## config.mk

```make
export PLATFORM = sky130hd
export DESIGN_NAME = alu_cmd_sequencer_flat
export DESIGN_NICKNAME = d
export VERILOG_FILES = /design/src/rtl/alu_cmd_sequencer_if.sv /design/src/rtl/alu_cmd_sequencer.sv /design/src/flat_wrapper.sv
export SDC_FILE = /design/constraint.sdc
export NUM_CORES = 1
export LEC_CHECK = 0
export ABC_CLOCK_PERIOD_IN_PS = 4100
export BUFFER_PORTS_ARGS = -buffer_cell sky130_fd_sc_hd__buf_2
export CORE_MARGIN = 4
export CORE_UTILIZATION = 55
export CTS_BUF_LIST = sky130_fd_sc_hd__clkbuf_4 sky130_fd_sc_hd__clkbuf_8
export CTS_CLUSTER_SIZE = 28
export DETAILED_ROUTE_END_ITERATION = 10
export PLACE_DENSITY = 0.79
export SYNTH_ARGS = -nofsm -noshare
export SYNTH_HDL_FRONTEND = slang
export SYNTH_SLANG_ARGS = --single-unit
export TNS_END_PERCENT = 50
```

## constraint.sdc

```tcl
create_clock -name clk -period 4.1 [get_ports clk]
set_clock_uncertainty 0.15 [all_clocks]
set_input_delay 1.025 -clock clk [delete_from_list [all_inputs] [get_ports clk]]
set_output_delay 1.025 -clock clk [all_outputs]
set_load 0.01 [all_outputs]
```

## src/rtl/alu_cmd_sequencer_if.sv

```systemverilog
// Command-in / result-out handshake bundle for alu_cmd_sequencer.
// Optional feature macro: STATUS_FLAGS_EN adds out_zero / out_parity.
interface alu_cmd_sequencer_if;
  logic       in_valid;
  logic       in_ready;
  logic [7:0] in_a;
  logic [7:0] in_b;
  logic [2:0] in_sel;
  logic       out_valid;
  logic       out_ready;
  logic [7:0] out_result;
  logic [2:0] out_sel;
`ifdef STATUS_FLAGS_EN
  logic       out_zero;
  logic       out_parity;

  modport master (
    output in_valid, in_a, in_b, in_sel, out_ready,
    input  in_ready, out_valid, out_result, out_sel, out_zero, out_parity
  );

  modport slave (
    input  in_valid, in_a, in_b, in_sel, out_ready,
    output in_ready, out_valid, out_result, out_sel, out_zero, out_parity
  );
`else
  modport master (
    output in_valid, in_a, in_b, in_sel, out_ready,
    input  in_ready, out_valid, out_result, out_sel
  );

  modport slave (
    input  in_valid, in_a, in_b, in_sel, out_ready,
    output in_ready, out_valid, out_result, out_sel
  );
`endif
endinterface

```

## src/rtl/alu_cmd_sequencer.sv

```systemverilog
// Issue stage for an 8-bit combinational ALU: a small command FIFO drives the
// ALU operands from its head entry, and the ALU result is captured into a
// valid/ready output register.
// Optional feature macro: STATUS_FLAGS_EN (registered out_zero / out_parity).
module alu_cmd_sequencer #(
  parameter  int DEPTH = 4,
  localparam int CW    = $clog2(DEPTH + 1)
) (
  input  logic                  clk,
  input  logic                  rst_n,
  input  logic                  flush,
  alu_cmd_sequencer_if.slave    bus,
  output logic [7:0]            alu_a,
  output logic [7:0]            alu_b,
  output logic [2:0]            alu_sel,
  input  logic [7:0]            alu_result,
  output logic [CW-1:0]         level
);

  localparam int PW = $clog2(DEPTH);

  logic [7:0]    r_mem_a   [DEPTH];
  logic [7:0]    r_mem_b   [DEPTH];
  logic [2:0]    r_mem_sel [DEPTH];
  logic [PW-1:0] r_wr_ptr;
  logic [PW-1:0] r_rd_ptr;
  logic [CW-1:0] r_level;
  logic          r_out_valid;
  logic [7:0]    r_out_result;
  logic [2:0]    r_out_sel;
`ifdef STATUS_FLAGS_EN
  logic          r_out_zero;
  logic          r_out_parity;
`endif

  logic w_not_empty;
  logic w_in_ready;
  logic w_push;
  logic w_pop;

  // Handshake decode; in_ready looks only at stored occupancy, never at pop.
  always_comb begin
    w_not_empty = (r_level != '0);
    w_in_ready  = rst_n & (r_level != CW'(DEPTH)) & ~flush;
    w_push      = bus.in_valid & w_in_ready;
    w_pop       = w_not_empty & (~r_out_valid | bus.out_ready) & ~flush;
  end

  // Command storage; contents are don't-care until counted by r_level.
  always_ff @(posedge clk) begin
    if (w_push) begin
      r_mem_a[r_wr_ptr]   <= bus.in_a;
      r_mem_b[r_wr_ptr]   <= bus.in_b;
      r_mem_sel[r_wr_ptr] <= bus.in_sel;
    end
  end

  // Head entry drives the ALU; an empty FIFO presents all zeros.
  always_comb begin
    alu_a   = '0;
    alu_b   = '0;
    alu_sel = '0;
    if (w_not_empty) begin
      alu_a   = r_mem_a[r_rd_ptr];
      alu_b   = r_mem_b[r_rd_ptr];
      alu_sel = r_mem_sel[r_rd_ptr];
    end
  end

  // Pointers, occupancy and output register; flush outranks push and pop.
  always_ff @(posedge clk or negedge rst_n) begin
    if (!rst_n) begin
      r_wr_ptr     <= '0;
      r_rd_ptr     <= '0;
      r_level      <= '0;
      r_out_valid  <= 1'b0;
      r_out_result <= '0;
      r_out_sel    <= '0;
`ifdef STATUS_FLAGS_EN
      r_out_zero   <= 1'b0;
      r_out_parity <= 1'b0;
`endif
    end else if (flush) begin
      r_wr_ptr     <= '0;
      r_rd_ptr     <= '0;
      r_level      <= '0;
      r_out_valid  <= 1'b0;
      r_out_result <= '0;
      r_out_sel    <= '0;
`ifdef STATUS_FLAGS_EN
      r_out_zero   <= 1'b0;
      r_out_parity <= 1'b0;
`endif
    end else begin
      if (w_push) begin
        r_wr_ptr <= r_wr_ptr + 1'b1;
      end
      case ({w_push, w_pop})
        2'b10:   r_level <= r_level + 1'b1;
        2'b01:   r_level <= r_level - 1'b1;
        default: r_level <= r_level;
      endcase
      if (w_pop) begin
        r_rd_ptr     <= r_rd_ptr + 1'b1;
        r_out_valid  <= 1'b1;
        r_out_result <= alu_result;
        r_out_sel    <= r_mem_sel[r_rd_ptr];
`ifdef STATUS_FLAGS_EN
        r_out_zero   <= (alu_result == '0);
        r_out_parity <= ^alu_result;
`endif
      end else if (r_out_valid && bus.out_ready) begin
        r_out_valid <= 1'b0;
      end
    end
  end

  // Port drive from registered state.
  assign bus.in_ready   = w_in_ready;
  assign bus.out_valid  = r_out_valid;
  assign bus.out_result = r_out_result;
  assign bus.out_sel    = r_out_sel;
`ifdef STATUS_FLAGS_EN
  assign bus.out_zero   = r_out_zero;
  assign bus.out_parity = r_out_parity;
`endif
  assign level          = r_level;

endmodule

```

## src/flat_wrapper.sv

```systemverilog
// flat-port wrapper written by rule: the top's interface ports become plain ports
module alu_cmd_sequencer_flat 
#(
  parameter  int DEPTH = 4,
  localparam int CW    = $clog2(DEPTH + 1)
)
  (clk, rst_n, flush, alu_a, alu_b, alu_sel, alu_result, level, bus_in_valid, bus_in_a, bus_in_b, bus_in_sel, bus_out_ready, bus_in_ready, bus_out_valid, bus_out_result, bus_out_sel);
  alu_cmd_sequencer_if bus_i ();
  input  logic clk;
  input  logic rst_n;
  input  logic flush;
  output logic [7:0] alu_a;
  output logic [7:0] alu_b;
  output logic [2:0] alu_sel;
  input  logic [7:0] alu_result;
  output logic [CW-1:0] level;
  input wire logic [$bits(bus_i.in_valid)-1:0] bus_in_valid;
  input wire logic [$bits(bus_i.in_a)-1:0] bus_in_a;
  input wire logic [$bits(bus_i.in_b)-1:0] bus_in_b;
  input wire logic [$bits(bus_i.in_sel)-1:0] bus_in_sel;
  input wire logic [$bits(bus_i.out_ready)-1:0] bus_out_ready;
  output wire logic [$bits(bus_i.in_ready)-1:0] bus_in_ready;
  output wire logic [$bits(bus_i.out_valid)-1:0] bus_out_valid;
  output wire logic [$bits(bus_i.out_result)-1:0] bus_out_result;
  output wire logic [$bits(bus_i.out_sel)-1:0] bus_out_sel;
  assign bus_i.in_valid = bus_in_valid;
  assign bus_i.in_a = bus_in_a;
  assign bus_i.in_b = bus_in_b;
  assign bus_i.in_sel = bus_in_sel;
  assign bus_i.out_ready = bus_out_ready;
  assign bus_in_ready = bus_i.in_ready;
  assign bus_out_valid = bus_i.out_valid;
  assign bus_out_result = bus_i.out_result;
  assign bus_out_sel = bus_i.out_sel;
  alu_cmd_sequencer #(.DEPTH(DEPTH)) u_core (.clk(clk), .rst_n(rst_n), .flush(flush), .bus(bus_i), .alu_a(alu_a), .alu_b(alu_b), .alu_sel(alu_sel), .alu_result(alu_result), .level(level));
endmodule
```

# Yosys cells after proc, flatten, opt, wreduce, memory -nomap -nowiden
# Memories as Yosys holds them, arrays and structs flattened.
# Cells that the tools add are included.
[word_totals]
regBits = 19
ramBits = 76
word_cells = 48
memories = 3
[classes]
add_sub_neg = 4
eq_ne = 3
muxes = 18
n_bitwise = 8
reduce_logical = 6
[memory_table]
columns = ["name", "depth", "width", "rd", "rd_ports_with_merged_regs", "wr", "line_no", "text"]
rows = [
  ["u_core.r_mem_a", 4, 8, 1, 0, 1, "alu_cmd_sequencer.sv:22", "logic [7:0] r_mem_a [DEPTH];"],
  ["u_core.r_mem_b", 4, 8, 1, 0, 1, "alu_cmd_sequencer.sv:23", "logic [7:0] r_mem_b [DEPTH];"],
  ["u_core.r_mem_sel", 4, 3, 1, 0, 1, "alu_cmd_sequencer.sv:24", "logic [2:0] r_mem_sel [DEPTH];"],
]
[op_table]
columns = ["cell", "count"]
rows = [
  ["2-to-1 mux 8 bit", 4],
  ["2-to-1 mux 3 bit", 4],
  ["nonzero test 3 bit", 3],
  ["2-to-1 mux 2 bit", 4],
  ["one-hot mux 3 bit (2 select lines)", 1],
  ["bitwise AND 1 bit", 5],
  ["2-to-1 mux 1 bit", 5],
  ["adder 2 x 1 -> 2 bit, second input constant", 2],
  ["nonzero test 2 bit", 2],
  ["adder 3 x 1 -> 3 bit, second input constant", 1],
  ["inequality test 3 bit, second input constant", 1],
  ["subtractor 3 x 1 -> 3 bit, second input constant", 1],
  ["== test 2 x 1 -> 1 bit, second input constant", 1],
  ["== test 2 bit, second input constant", 1],
  ["NOT 1 bit", 2],
  ["logical AND 1 bit", 1],
  ["bitwise OR 1 bit", 1],
]

# Depth between registers and ports, before layout
# Gate-level depths: netlist of the first run.
[logic_depth]
depth_word = 7
depth_mapped = 8
ltp_nobuf = 7

# Least setup slack after synthesis of the first run
# No wires, ideal clock.
[synth_timing]
path_type = "input-to-output"
start = "in flush"
end = "out bus_in_ready"
arrival_ns = 1.544
t_required_ns = 2.925
setup_slack_ns = 1.381
stages = 4
path_cell_list = "clkbuf_1 > inv_1 > nand2_1 > a21oi_1"
[synth_via]
elab_chain_cells = 2
[synth_rtl]
columns = ["element", "line_no", "text"]
rows = [
  ["start: declaration", "flat_wrapper.sv:11", "input logic flush;"],
  ["NOT 1 bit", "alu_cmd_sequencer.sv:44", "w_in_ready = rst_n & (r_level != CW'(DEPTH)) & ~flush;"],
  ["bitwise AND 1 bit", "alu_cmd_sequencer.sv:44", ""],
  ["end: declaration", "flat_wrapper.sv:22", "output wire logic [$bits(bus_i.in_ready)-1:0] bus_in_ready;"],
]
# Every way passes these cells.

# Final worst setup path of the first run
[layout_timing]
start = "reg u_core.r_rd_ptr[0]"
end = "out alu_a[6]"
[layout_via]
elab_chain_cells = 2
[layout_rtl]
columns = ["element", "line_no", "text"]
rows = [
  ["start: declaration", "alu_cmd_sequencer.sv:26", "logic [PW-1:0] r_rd_ptr;"],
  ["start signal: assignment", "alu_cmd_sequencer.sv:104", "r_rd_ptr <= r_rd_ptr + 1'b1;"],
  ["memory read (4 x 8 bit)", "-", ""],
  ["2-to-1 mux 8 bit", "alu_cmd_sequencer.sv:63", "if (w_not_empty) begin"],
  ["end: declaration", "flat_wrapper.sv:12", "output logic [7:0] alu_a;"],
]
# Every way passes these cells.

==> metrics, run 1 <==
Critical Path End Type=output pin; Ys Warns=0; required time worst endpoint=2920 ps; Iter 0 DRT Violations=132; Max Buffers Root-to-Sink=2; Final Wtd Congestion=0.769; Pre-antenna DRT Iters=4; DR WL/cell=17.0 um; Chip Width=91.6 um; I/O pin total=67; min Tclk post-route=3120 ps; share of post-route cells with drive strength above 1=38.0%; CTS resizes=0; # Max-Cap Violations=0; Final nets=335; post-route cell area=0.00452 mm2; Highest Clock Rate=0.320 GHz; synth cell count leaders=edfxtp_1 (76), nand2_1 (24), nor2b_1 (20); critical setup path kind=reg2out; H-tree levels=3; clock latency on the worst-skew pair=350 ps; top cells by area, synth=edfxtp_1 (59%), dfrtp_1 (12%), mux4_2 (11%); Mapped Area=0.00385 mm2; Synth area leader=edfxtp_1; Slowest cell on crit path=mux4_2; first-pass GRT wire length=11000 um; CP startpoint=u_core.r_rd_ptr[0]$_DFFE_PN0P_; Via Count=2140; IO buf count=66; DRC errors left=0; placed cell area=0.00431 mm2; max_slew headroom=60.0%; Layout Utilization=66.5%; GR Util All Layers=17.2%; CTS hold repair buffers=0; grt ovf=0; worst-path fanout max=21; cell with the most instances after synthesis=edfxtp_1; initial antenna violation count=0; r2r startpoint=u_core.level[0]$_DFFE_PN0P_; unrepaired setup endpoints after global routing=no; max-slew violation count=0; flops & latches, synth=95; clk sinks=95; largest net degree at the start of global routing=23; maximum vdd drop=0.261 mV; post-CTS setup buffer count=0; Leak=1.71 nW; min setup slack post-route=979 ps; Synth Area per Inst=17.1 um2; crit path DAT=1950 ps; worst hold path type=reg2reg; area of the multi-input gates=0.00104 mm2; clk root buf=clkbuf_8; die height=91.6 um; dpl ws=676 ps; Core Footprint=0.00679 mm2; fill cell count=473; most used flip-flop cell after synthesis=edfxtp_1; vias per std cell=5.36; full die area=0.00840 mm2; TritonCTS clock tree=done; ANT nets after route=0; final setup TNS=0 ps; antenna cells=0; EDFF count, synth=76; Synth-to-Final Area Change=17.4%; number of hold violations in the final report=0; vias in the first global route=2138; ys async rst share=20.0%; FF/Latch Area=0.00276 mm2; final wirelength=6780 um; Slew @ Worst Pin=600 ps; crit-path max cell delay=560 ps; CTS Buf Count=9; Unique masters post-synth=31; # rows=30; sequential area share after synthesis=71.7%; CTS clock-pin slew for the worst setup and hold paths=90 ps; Detail Placement HPWL=4400 um; total power divided by cell area=574 mW/mm2; status=finished clean; Setup crit end=alu_a[6]; r2r setup slk=1310 ps; syn_nets=262; worst r2r dst=u_core.level[2]$_DFFE_PN0P_; CP Cell Sequence=buf_4, mux4_2, nor2b_1, buf_2; Initial Util=56.6%; Worst Reg-to-Reg Cells=7; final number of setup-violating endpoints=0; Cells after Synth=225; overall power=2.59 mW; fin crit share=76.1%; top cell type's share of synthesized area=59.3%; CP Launch Type=flip-flop
[critical path, delay by kind of cell, from the launching register on]
kind,cells,cell delay (ps)
AND/OR/NAND/NOR,1,150
buffers and inverters,2,530
multiplexers,1,560
flip-flops,1,330
[sequential cells by signal, indices dropped and copies added (netlist names)]
register / count
u_core.bus.out_result: 8
u_core.r_mem_b: 32
u_core.bus.out_valid: 1
u_core.level: 3
u_core.bus.out_sel: 3
u_core.r_rd_ptr: 2
u_core.r_mem_sel: 12
u_core.r_mem_a: 32
u_core.r_wr_ptr: 2
[where the power goes]
part	total (mW)	internal (mW)	switching (mW)	leakage (nW)
Combinational	0.796	0.351	0.445	0.659
Sequential	1.17	1.11	0.0541	0.942
Clock	0.630	0.295	0.335	0.107
Total	2.59	1.76	0.835	1.71
[how the worst min path moves through the flow]
stage / from / endpoint / slack [ps] / cells after the start
finish: u_core.bus.out_result[5]$_DFFE_PN0P_ / u_core.bus.out_result[5]$_DFFE_PN0P_ / 370 / 2
global route: u_core.bus.out_result[5]$_DFFE_PN0P_ / u_core.bus.out_result[5]$_DFFE_PN0P_ / 400 / 2
CTS: u_core.bus.out_result[5]$_DFFE_PN0P_ / u_core.bus.out_result[5]$_DFFE_PN0P_ / 380 / 2
detailed placement: u_core.bus.out_result[5]$_DFFE_PN0P_ / u_core.bus.out_result[5]$_DFFE_PN0P_ / 360 / 2
global placement: u_core.bus.out_result[0]$_DFFE_PN0P_ / u_core.bus.out_result[0]$_DFFE_PN0P_ / 360 / 2
floorplan: u_core.r_wr_ptr[1]$_DFFE_PN0P_ / u_core.r_wr_ptr[1]$_DFFE_PN0P_ / 390 / 2
[stage by stage]
stage	std cells	hold slack (ps)
after floorplan	225	388
after global placement	383	358
after detailed placement	383	363
after CTS	399	376
after global routing	399	405
final	399	374
[layout by cell type, fill, tap and decap left out, drive strengths merged, types with 3 or more instances in the layout]
cell type / instances
buf: 73
and2: 4
inv: 7
clkbuf: 9
ha: 4
nor3: 4
dfrtp: 19
xnor2: 3
edfxtp: 76
a21oi: 13
nor2: 7
nand2: 24
mux4: 19
nor2b: 20
[cell type report]
cell class,count,area share (%)
flip-flops and latches,95,61.0
clock inverters,7,1.88
multi-input cells,116,23.0
repair buffers,73,8.47
well taps,96,2.66
inverters,3,0.249
clock buffers,9,2.74
[logic make-up after synthesis]
group	share of synthesized area, %
flip-flops	71.7
AO/OA/AOI/OAI	3.48
adder cells (fa/ha/maj)	1.82
AND/OR/NAND/NOR	8.85
XOR/XNOR	0.683
buffers and inverters	1.53
multiplexers	12.0
[routing by layer]
| layer | GRT usage (%) | routed length, um | vias to the layer above |
|---|---|---|---|
| met5 | 0 | 0 | - |
| met4 | 5.28 | 76 | 0 |
| met3 | 4.92 | 483 | 13 |
| met2 | 26.7 | 3230 | 84 |
| met1 | 23.7 | 2990 | 1051 |
| li1 | - | - | 992 |
Power figures use the tool's default switching activity.
==> run 2: changes to the inputs <==
- ABC_AREA: default -> 1
- ABC_CLOCK_PERIOD_IN_PS: 4100 -> 3150
- PLACE_DENSITY: 0.79 -> 0.78
- clock period: 4.1 -> 3.15 ns (I/O delays scaled with it)
==> run 2 against run 1 <==
Net effect: sequential power up 32%; final cell count up 24%; power is 41% higher; setup slack got worse by 550 ps.
==> metrics, run 2 <==
status=finished clean; min Tclk post-route=2720 ps; met3 WL post-DR=443 um; Highest Clock Rate=0.367 GHz; largest net degree at the start of global routing=40; Leak=1.84 nW; Ys Warns=0; cell with the most instances after synthesis=nor2_1; synth cell count leaders=nor2_1 (78), edfxtp_1 (76), o21ai_0 (32); Core Footprint=0.00683 mm2; worst-path fanout max=12; sequential area share after synthesis=70.7%; Cells after Synth=323; top cells by area, synth=edfxtp_1 (58%), dfrtp_1 (12%), nor2_1 (7.5%); maximum vdd drop=0.404 mV; clock latency on the worst-skew pair=350 ps; CTS clock-pin slew for the worst setup and hold paths=90 ps; Final Wtd Congestion=0.814; fin crit share=86.5%; Detail Placement HPWL=4810 um; max-slew violation count=0; Max Buffers Root-to-Sink=2; CTS Buf Count=9; DR top layer=met4; die height=92.2 um; min setup slack post-route=427 ps; top cell type's share of synthesized area=58.5%; share of post-route cells with drive strength above 1=27.8%; CTS hold repair buffers=0; CTS resizes=0; antenna cells=0; Synth Area per Inst=12.1 um2; critical setup path kind=reg2out; ys async rst share=20.0%; commonest cells after routing, fill and taps aside=edfxtp_1 (76), nor2_1 (74), buf_2 (66); Final nets=431; required time worst endpoint=2210 ps; unrepaired setup endpoints after global routing=no; number of hold violations in the final report=0; Synth-to-Final Area Change=16.0%; TritonCTS clock tree=done; GR Util All Layers=19.4%; Regs by FF count=u_core.r_mem_a (32), u_core.r_mem_b (32), u_core.r_mem_sel (12); clk root buf=clkbuf_8; flops & latches, synth=95; Slew @ Worst Pin=579 ps; most used flip-flop cell after synthesis=edfxtp_1; DR WL/cell=15.5 um; ANT nets after route=0; initial antenna violation count=0; # Max-Cap Violations=0; crit path DAT=1790 ps; commonest non-fill, non-tap cell in the layout=edfxtp_1; H-tree levels=3; Pre-antenna DRT Iters=4; Layout Utilization=66.3%; vias per std cell=5.21; I/O pin total=67; Critical Path End Type=output pin; first-pass GRT wire length=12700 um; WL met1=3150 um; IO buf count=66; full die area=0.00851 mm2; max_slew headroom=61.3%; final number of setup-violating endpoints=0; Synth area leader=edfxtp_1; EDFF count, synth=76; final setup TNS=0 ps; Initial Util=57.1%; Mapped Area=0.00390 mm2; DRC errors left=0; Via Count=2580; dpl ws=572 ps; total power divided by cell area=808 mW/mm2; # rows=30; Iter 0 DRT Violations=216; clk sinks=95; post-CTS setup buffer count=0; Unique masters post-synth=26; final wirelength=7680 um; CP Launch Type=flip-flop; grt ovf=0; worst hold path type=in2async; syn_nets=360; WL met2=4020 um; Chip Width=92.2 um; vias in the first global route=2638
## run 2: area by class of cell
type | instances | area, um2
Timing Repair Buffer | 74 | 390
Tap cell | 96 | 120
Sequential cell | 95 | 2760
Inverter | 20 | 75.1
Multi-Input combinational cell | 194 | 1010
Clock inverter | 7 | 55.1
Fill cell | 514 | 2300
Clock buffer | 9 | 124
## run 2: final timing paths
kind / cells past startpoint / endpoint / from / slack (ps)
min in group clk: 2 / u_core.bus.out_sel[2]$_DFFE_PN0P_ / u_core.bus.out_sel[2]$_DFFE_PN0P_ / 340
max in group asynchronous: 2 / u_core.bus.out_result[4]$_DFFE_PN0P_ / rst_n / 2400
max: 6 / alu_sel[0] / u_core.r_rd_ptr[1]$_DFFE_PN0P_ / 430
max reg2reg: 13 / u_core.level[2]$_DFFE_PN0P_ / u_core.level[0]$_DFFE_PN0P_ / 980
min reg2reg: 2 / u_core.bus.out_sel[2]$_DFFE_PN0P_ / u_core.bus.out_sel[2]$_DFFE_PN0P_ / 340
min: 2 / u_core.bus.out_result[2]$_DFFE_PN0P_ / rst_n / 240
## run 2: critical path, stage by stage (launching register included)
cell,delay [ps]
dfrtp_1,390
inv_1,270
buf_4,260
o21ai_0,100
o22a_1,200
nor2_1,80
buf_2,140
## run 2: per-layer routing
layer / vias up / track usage (%)
met5: - / 0
met1: 1243 / 24.7
met3: 6 / 4.76
met4: 0 / 7.18
li1: 1259 / -
met2: 72 / 32.2
## run 2: metrics by stage
| step | hold WS, ps | total power [mW] | area (um2) | cells |
|---|---|---|---|---|
| floorplan | 342 | 2.50 | 3900 | 323 |
| global placement | 321 | 2.94 | 4350 | 479 |
| detailed placement | 328 | 2.98 | 4350 | 479 |
| CTS | 234 | 3.69 | 4530 | 495 |
| global route | 249 | 3.92 | 4530 | 495 |
| finish | 241 | 3.66 | 4530 | 495 |
## run 2: report_power, final
group | internal (mW) | total (mW) | switching, mW
Combinational | 0.484 | 1.39 | 0.906
Clock | 0.295 | 0.725 | 0.430
Sequential | 1.47 | 1.54 | 0.0752
## run 2: cell families (layout without fill, tap and decap cells)
logic type	count (synthesis)	count (layout)	share of synthesized area, %
AO/OA/AOI/OAI	75	75	10.9
adder cells (fa/ha/maj)	5	5	1.80
AND/OR/NAND/NOR	113	113	12.6
XOR/XNOR	1	1	0.224
buffers and inverters	34	110	3.82
flip-flops	95	95	70.7
